[src/rtl/dmem_lsu.sv]
// Load/store unit between the CPU and a word-wide data memory.
// Sub-word stores use read-modify-write; misaligned or illegal accesses fail fast.
module dmem_lsu #(
   parameter int MEM_AW = 11
) (
   input  logic              clk,
   input  logic              rst_n,
   input  logic              req,
   input  logic              we,
   input  logic [1:0]        size,
   input  logic              sign_ext,
   input  logic [31:0]       addr,
   input  logic [31:0]       wdata,
   output logic              busy,
   output logic              done,
   output logic              err,
   output logic [31:0]       rdata,
   output logic              mem_ena,
   output logic              mem_rena,
   output logic              mem_wena,
   output logic [MEM_AW-1:0] mem_addr,
   output logic [31:0]       mem_wdata,
   input  logic [31:0]       mem_rdata
);

   typedef enum logic [1:0] {IDLE, ACCESS, WRITE, DONE} state_t;

   state_t            state;
   logic              we_q;
   logic [1:0]        size_q;
   logic              sx_q;
   logic [MEM_AW+1:0] addr_q;
   logic [31:0]       wdata_q;
   logic [31:0]       cap_q;

   logic        bad;
   logic        word_st;
   logic        sub_st;
   logic        in_acc;
   logic        in_wr;
   logic [4:0]  lane;
   logic [7:0]  ld_b;
   logic [15:0] ld_h;
   logic [31:0] ld_val;
   logic [31:0] merged;
   logic        unused_addr;

   assign unused_addr = ^addr[31:MEM_AW+2];

   always_comb begin
      bad = 1'b0;
      unique case (1'b1)
         (size == 2'b11): bad = 1'b1;
         (size == 2'b01): bad = addr[0];
         (size == 2'b10): bad = |addr[1:0];
         default:         bad = 1'b0;
      endcase
   end

   assign word_st = we_q && (size_q == 2'b10);
   assign sub_st  = we_q && (size_q != 2'b10);
   assign in_acc  = (state == ACCESS);
   assign in_wr   = (state == WRITE);
   assign lane    = {addr_q[1:0], 3'b000};

   always_comb begin
      ld_b   = mem_rdata[lane +: 8];
      ld_h   = addr_q[1] ? mem_rdata[31:16] : mem_rdata[15:0];
      ld_val = mem_rdata;
      unique case (size_q)
         2'b00:   ld_val = {{24{sx_q & ld_b[7]}}, ld_b};
         2'b01:   ld_val = {{16{sx_q & ld_h[15]}}, ld_h};
         default: ld_val = mem_rdata;
      endcase
   end

   // Replace only the addressed lane(s) of the word captured during ACCESS.
   always_comb begin
      merged = cap_q;
      if (size_q == 2'b00)
         merged[lane +: 8] = wdata_q[7:0];
      else if (addr_q[1])
         merged[31:16] = wdata_q[15:0];
      else
         merged[15:0] = wdata_q[15:0];
   end

   assign busy     = (state != IDLE);
   assign mem_ena  = in_acc | in_wr;
   assign mem_rena = in_acc & ~word_st;
   assign mem_wena = (in_acc & word_st) | in_wr;
   assign mem_addr = mem_ena ? addr_q[MEM_AW+1:2] : '0;

   always_comb begin
      mem_wdata = '0;
      if (in_wr)
         mem_wdata = merged;
      else if (in_acc && word_st)
         mem_wdata = wdata_q;
   end

   always_ff @(posedge clk or negedge rst_n) begin
      if (!rst_n) begin
         state   <= IDLE;
         we_q    <= 1'b0;
         size_q  <= 2'b00;
         sx_q    <= 1'b0;
         addr_q  <= '0;
         wdata_q <= '0;
         cap_q   <= '0;
         rdata   <= '0;
         done    <= 1'b0;
         err     <= 1'b0;
      end else begin
         done <= 1'b0;
         err  <= 1'b0;
         unique case (state)
            IDLE: begin
               if (req) begin
                  we_q    <= we;
                  size_q  <= size;
                  sx_q    <= sign_ext;
                  addr_q  <= addr[MEM_AW+1:0];
                  wdata_q <= wdata;
                  if (bad) begin
                     state <= DONE;
                     done  <= 1'b1;
                     err   <= 1'b1;
                  end else begin
                     state <= ACCESS;
                  end
               end
            end
            ACCESS: begin
               if (!we_q)
                  rdata <= ld_val;
               if (sub_st) begin
                  cap_q <= mem_rdata;
                  state <= WRITE;
               end else begin
                  state <= DONE;
                  done  <= 1'b1;
               end
            end
            WRITE: begin
               state <= DONE;
               done  <= 1'b1;
            end
            DONE: state <= IDLE;
            default: state <= IDLE;
         endcase
      end
   end

endmodule

[config.mk]
export PLATFORM = sky130hd
export DESIGN_NAME = dmem_lsu
export DESIGN_NICKNAME = d
export VERILOG_FILES = /design/src/rtl/dmem_lsu.sv
export SDC_FILE = /design/constraint.sdc
export NUM_CORES = 1
export LEC_CHECK = 0
export BUFFER_PORTS_ARGS = -buffer_cell sky130_fd_sc_hd__buf_2
export CORE_ASPECT_RATIO = 1.1
export CORE_MARGIN = 2
export CORE_UTILIZATION = 53
export CTS_CLUSTER_SIZE = 28
export DETAILED_ROUTE_END_ITERATION = 12
export HOLD_SLACK_MARGIN = 0.15
export PLACE_DENSITY = 0.87
export SYNTH_ARGS = -nofsm -noshare
export SYNTH_HDL_FRONTEND = slang
export SYNTH_SLANG_ARGS = --single-unit
export TNS_END_PERCENT = 100
[constraint.sdc]
create_clock -name clk -period 2.69 [get_ports clk]
set_input_delay 0.269 -clock clk [delete_from_list [all_inputs] [get_ports clk]]
set_output_delay 0.269 -clock clk [all_outputs]
set_load 0.02 [all_outputs]
# After elaboration in Yosys (flattened, before gate mapping)
# Index checks and enable logic that the tools add are counted.
# Widths: inputs -> output; s select.
[op_classes]
n_bitwise = 8
n_mul = 0
n_reduce_logical = 10
add_sub_neg = 1
div = 0
n_mux = 19
magnitude_cmp = 0
n_eq_ne = 10
shifts = 3
[op_table]
columns = ["cell", "count"]
rows = [
  ["$mux 32", 3],
  ["$pmux 32 s2", 1],
  ["$mux 16", 3],
  ["$bwmux 32", 1],
  ["$shift 8x7->32 const A", 1],
  ["$shiftx 32x6->8", 1],
  ["$shiftx 8x7->32", 1],
  ["$mux 11", 1],
  ["$eq 2x2->1 const B", 5],
  ["$pmux 2 s4", 1],
  ["$neg 5->7", 1],
  ["$eq 2x1->1 const B", 3],
  ["$pmux 1 s3", 2],
  ["$reduce_and 2->1", 3],
  ["$mux 1", 5],
  ["$and 1x1->1", 4],
  ["$logic_not 2->1", 2],
  ["$mux 2", 2],
  ["$ne 2x2->1 const B", 2],
  ["$logic_and 1x1->1", 3],
  ["$not 1->1", 2],
  ["$or 1x1->1", 2],
  ["$reduce_bool 2->1", 1],
  ["$reduce_or 2->1", 1],
]
[word_totals]
register_bits = 117
elab_cells = 61
rom_bits = 0
n_memories = 0
inputBits = 103
ram_bits = 0
out_inout_bits = 81
latchBits = 0

# Logic depth before layout (Yosys ltp)
[depth]
word_depth = 5
depth_mapped = 8
mapped_depth_nobuf = 5

# Least setup slack after synthesis
# OpenSTA, ideal clock, no wires.
[synth_path]
path_type = "reg-to-output"
startpoint = "reg addr_q[1]"
endpoint = "out mem_wdata[30]"
required_time_ns = 2.421
path_slack_ns = 0.391
t_arrival_ns = 2.030
stages_incl_launch_ff = 9
cell_sequence = "dfrtp_1 > buf_6 > clkbuf_1 > inv_1 > ha_1 > nor4bb_1 > clkbuf_2 > a221oi_1 > o2bb2ai_1"
[synth_via]
elab_chain_cells = 5
word_cells_on_any_way = 7
cone_classes = "add/sub (1); shift (2); mux (4)"
[synth_rtl]
columns = ["element", "line_no", "text"]
rows = [
  ["start, declared", "32", "logic [MEM_AW+1:0] addr_q;"],
  ["start signal, assigned", "123", "addr_q <= addr[MEM_AW+1:0];"],
  ["$neg 5->7", "81", "merged[lane +: 8] = wdata_q[7:0];"],
  ["$shiftx 8x7->32 or $shift 8x7->32 (tied branches)", "81", ""],
  ["$bwmux 32", "81", ""],
  ["$mux 32 (*)", "80", "if (size_q == 2'b00)"],
  ["$mux 32 (*)", "96", "if (in_wr)"],
  ["end, declared", "22", "output logic [31:0] mem_wdata,"],
]
# Mark *: on every way between the ends. The rest lies on a longest branch, timed or not.

# Final worst setup path
[layout_path]
startpoint = "reg addr_q[1]"
endpoint = "out mem_wdata[14]"
# The elaborated chain is that of the path after synthesis.

==> results.rst <==
.. list-table::
   :header-rows: 1

   * - Metric
     - Value
   * - Run status
     - completed
   * - Peak per-stage delay on the critical path
     - ~430 ps
   * - Relative contribution of the clock network to total power
     - 0.186
   * - Final standard cell count with taps included and fillers excluded
     - a little under 1000
   * - Average detailed-routed wire length per instance
     - approximately 21 um
   * - Synthesized-area fraction occupied by ao, oa, aoi and oai cells
     - 0.1681
   * - Die footprint
     - 0.01328 mm^2
   * - Register bit total from synthesis
     - about 120
   * - Deepest level of the CTS H-tree
     - 4
   * - Dominant register cell in the synthesized netlist
     - sky130_fd_sc_hd__dfrtp_1
   * - Post-DP Area
     - between 0.007 and 0.008 mm^2
   * - Buffers & Inverters on Critical Path
     - 2
   * - Detail-routed via count per cell
     - slightly above 6
   * - Endpoint type of the worst setup path
     - primary output
   * - Power Dens Cells
     - between 1000 and 1500 mW/mm^2
   * - Buffers on Ports
     - ~160
   * - Terminus of the critical flop-to-flop path
     - rdata[19]
   * - Family with the most delay on the worst path
     - simple AND/OR/NAND/NOR gates
   * - Initial antenna violation count
     - 0
   * - Post-synthesis share of cell area spent on full adders, half adders and majority gates
     - 0.01717
   * - Net Switching
     - roughly 0.0052 W
   * - CTS Buf Count
     - 17
   * - Count of pins on the block boundary
     - between 150 and 200
   * - Net Count, Synth
     - approximately 700
   * - Worst Hold Endpoint
     - cap_q[6]
   * - Fmax
     - about 370 MHz
   * - Critical setup path kind
     - reg -> out
   * - Main combinational cell family by area after synthesis
     - multiplexers
   * - Router iterations before antenna repair
     - 5
   * - Sequential fraction of design power
     - 0.291
   * - Ranking of synthesized cells by area
     - sky130_fd_sc_hd__dfrtp_1, sky130_fd_sc_hd__mux2_2, sky130_fd_sc_hd__mux2_1, sky130_fd_sc_hd__a21oi_1, sky130_fd_sc_hd__a221oi_1
   * - Crit share post-route
     - 0.9984
   * - Total routing resource utilization after global routing
     - 0.3195
   * - Number of hold-slack violations in the final timing report
     - 0
   * - # nets final
     - approximately 920
   * - Total Power Consumption
     - around 0.012 W
   * - Post-route antenna net violation count
     - 0
   * - Effective utilization at floorplan
     - 0.5449
   * - Util after Layout
     - 0.7304
   * - Kind of path behind the tightest hold check
     - in -> reg
   * - Critical hold path startpoint
     - mem_rdata[6]
   * - Pin count of the biggest net entering global routing
     - 57
   * - Aggregate negative setup slack
     - 0 ps
   * - Syn_area_per_cell
     - 11.21 um^2
   * - Combinational Power Share
     - 0.523
   * - Arrival time reported for the critical path endpoint
     - between 2000 and 2500 ps
   * - Area growth from synthesis to layout
     - 34.04%
   * - Number of clock sinks
     - roughly 120
   * - Int Pwr
     - slightly below 0.007 W
   * - Insertion delay to the later sink of the worst-skew pair
     - between 400 and 500 ps
   * - Count of final setup violators
     - 0
   * - Placeable core region
     - between 0.01 and 0.015 mm^2
   * - Overflow left after global routing
     - 0
   * - Share of synthesized cell area in and, or, nand and nor gates
     - 0.1194
   * - Synth Cell Area
     - about 0.0066 mm^2
   * - Cells after Synth
     - between 500 and 600
   * - Via count
     - a little over 6000
   * - Element type at the critical path start
     - register
   * - Sum of net half-perimeters after detailed placement
     - around 14 mm
   * - Max-slew violation total from the final report
     - 0
   * - Largest area contributor in the netlist
     - sky130_fd_sc_hd__dfrtp_1
   * - Site row count
     - 42
   * - Total of fill cells in the finished design
     - 820
   * - Post-synthesis xor/xnor area fraction
     - 0
   * - Shortest period the worst path allows
     - 2686 ps
   * - Max-cap violations
     - 0
   * - Slew Limit Headroom
     - 0.4978
   * - Area share of the leading cell type in the synthesized netlist
     - 0.4465
   * - Path depth of the worst reg2reg path
     - 5
   * - Fraction of registers with async set/reset
     - 1.000
   * - Clock tree root buffer cell
     - sky130_fd_sc_hd__clkbuf_16
   * - Number of antenna cells inserted
     - 0
   * - Unrepaired setup endpoints after global routing
     - true
   * - Warnings from Yosys
     - 0
   * - Maximum buffer depth of the clock tree
     - 2
   * - Starting DRC count in detailed routing
     - about 630
   * - Largest vdd supply drop
     - 0.0007216 V
   * - Critical-path top delay cell
     - sky130_fd_sc_hd__dfrtp_2
   * - Wire length of the first global-routing pass
     - about 32 mm
   * - Placed Cells
     - 876
   * - Overall die height
     - between 100 and 150 um
   * - Die outline width
     - 110.1 um
   * - Post-synth EDFFs
     - 0
   * - Maximum fanout encountered on the critical timing path
     - 6
   * - Static Leakage
     - around 4.0 nW
   * - Global placer's final weighted congestion
     - slightly above 0.9
   * - Total detailed-routing wirelength
     - about 21 mm
   * - Post-route standard cell area excluding fillers
     - between 0.008 and 0.009 mm^2
   * - Reg-to-reg setup timing slack
     - ~530 ps
   * - Cell-by-cell listing of the critical path
     - inv_1 > ha_1 > and4b_1 > nand3_1 > o221ai_1 > buf_2
   * - Vias in the first global route
     - approximately 6000
   * - Cell count of the worst hold path
     - 2
   * - Distinct cells, synth
     - 51
   * - DRC Markers
     - 0
   * - Startpoint of the lowest-slack register-to-register path
     - addr_q[1]
   * - TritonCTS clock tree
     - yes
   * - Data required time of the worst path
     - 2420 ps
   * - Share of cell area taken by muxes after synthesis
     - 0.1994
   * - Clock skew
     - slightly above 8 ps
   * - Worst-path clk slew
     - about 50 ps
   * - Share of layout cells above drive strength 1
     - 0.3973
   * - Net switching fraction of the power
     - 0.4376
   * - Portion of the post-synthesis area used by sequential elements
     - 0.4465
   * - Least-Margin Pin Slew
     - approximately 750 ps
==> power by group through the flow <==
stage / Combinational (W) / Sequential, W / Clock [W]
after detailed placement: 0.00585 / 0.00348 / 0
after floorplan: 0.00415 / 0.00343 / 0
after global routing: 0.00670 / 0.00357 / 0.00232
after CTS: 0.00613 / 0.00343 / 0.00224
final: 0.00627 / 0.00349 / 0.00223
after global placement: 0.00567 / 0.00342 / 0
==> cell type report <==
type / instances / area (um^2) / share of cell area
repair buffers: 255 / 1692 / 0.1925
clock inverters: 11 / 128.9 / 0.01466
multi-input cells: 406 / 3347 / 0.3808
well taps: 154 / 192.7 / 0.02192
flip-flops and latches: 117 / 2930 / 0.3334
clock buffers: 21 / 450.4 / 0.05125
inverters: 13 / 48.80 / 0.005552
==> cell usage after synthesis, types with 6 or more instances <==
library cell and instances:
sky130_fd_sc_hd__dfrtp_1 117, sky130_fd_sc_hd__o221ai_1 6, sky130_fd_sc_hd__and4b_1 9, sky130_fd_sc_hd__a221oi_1 19, sky130_fd_sc_hd__buf_6 6, sky130_fd_sc_hd__nand3_1 8, sky130_fd_sc_hd__a32o_1 8, sky130_fd_sc_hd__a21oi_1 35
sky130_fd_sc_hd__mux2_2 86, sky130_fd_sc_hd__o2bb2ai_1 13, sky130_fd_sc_hd__buf_4 6, sky130_fd_sc_hd__nand2_1 12, sky130_fd_sc_hd__nor4b_1 6, sky130_fd_sc_hd__ha_1 9, sky130_fd_sc_hd__nor2b_1 26, sky130_fd_sc_hd__mux2_1 21
sky130_fd_sc_hd__o21ai_0 32, sky130_fd_sc_hd__nor2_1 25, sky130_fd_sc_hd__and2_1 13, sky130_fd_sc_hd__inv_1 13, sky130_fd_sc_hd__o22ai_1 16, sky130_fd_sc_hd__clkbuf_1 18, sky130_fd_sc_hd__a311oi_1 8, sky130_fd_sc_hd__buf_2 18
sky130_fd_sc_hd__and3b_1 7
==> sequential cells by signal (all words and copies together), names as in the netlist <==
register and flops:
err 1, done 1, size_q 2, rdata 32
wdata_q 32, we_q 1, sx_q 1, state 2
addr_q 13, cap_q 32
==> worst reg2reg max path: stages, from the launching register on <==
cell and delay, ps:
sky130_fd_sc_hd__dfrtp_2 430, sky130_fd_sc_hd__buf_4 140, sky130_fd_sc_hd__buf_4 340, sky130_fd_sc_hd__mux2_4 390, sky130_fd_sc_hd__mux2i_4 470, sky130_fd_sc_hd__o22ai_1 230
==> routing by layer <==
metal / wire (um) / track usage / part of all wire / up-vias
li1: - / - / - / 2660
met1: 8230 / 0.4127 / 0.39 / 2978
met2: 10140 / 0.5100 / 0.48 / 356
met3: 1696 / 0.06038 / 0.081 / 92
met4: 932 / 0.1582 / 0.044 / 0
met5: 0 / 0 / 0 / -
==> cells by family after synthesis <==
kind of cell               count (synthesis)
AOI/OAI and AO/OA                        158
and+or+nand+nor                          124
DFF                                      117
muxes                                    115
buffers and inverters                     62
adders and majority gates                  9
==> cells in the final DEF, fill, tap and decap left out, types with 13 or more instances in the layout <==
master                          instances
sky130_fd_sc_hd__a221oi_1              19
sky130_fd_sc_hd__o22ai_1               16
sky130_fd_sc_hd__nor2_1                25
sky130_fd_sc_hd__dlygate4sd3_1         64
sky130_fd_sc_hd__buf_2                163
sky130_fd_sc_hd__and2_1                13
sky130_fd_sc_hd__o21ai_0               32
sky130_fd_sc_hd__o2bb2ai_1             13
sky130_fd_sc_hd__clkbuf_16             17
sky130_fd_sc_hd__nor2b_1               25
sky130_fd_sc_hd__dfrtp_1              115
sky130_fd_sc_hd__mux2_1                21
sky130_fd_sc_hd__mux2_2                86
sky130_fd_sc_hd__buf_4                 26
sky130_fd_sc_hd__a21oi_1               35
==> metrics by stage <==
step / hold slack (ps) / setup WS, ps
2_1_floorplan: -26.59 / 391.3
3_5_place_dp: 380.5 / 313.6
3_3_place_gp: 366.7 / 338.8
6_report: 159.6 / 4.283
5_1_grt: 158.5 / -66.18
4_1_cts: 152.4 / 32.54
==> worst max path at each step <==
stage,cells after the start,end,slack [ps],startpoint
6_report,6,mem_wdata[14],4,addr_q[1]
5_1_grt,6,mem_wdata[14],-70,addr_q[1]
4_1_cts,6,mem_wdata[8],30,addr_q[1]
3_5_place_dp,6,mem_wdata[7],310,addr_q[1]
3_3_place_gp,6,mem_wdata[7],340,addr_q[1]
2_1_floorplan,8,mem_wdata[30],390,addr_q[1]
==> repair_timing <==
| item | CTS | global route |
|---|---|---|
| pin swaps | 1 | 1 |
| hold endpoints to repair | 116 | 1 |
| gates resized for setup | 6 | 5 |
| setup endpoints to repair | 27 | 15 |
| setup buffers | 5 | 0 |
| hold buffers | 63 | 1 |
No activity file was read; power rests on OpenSTA's default activity.
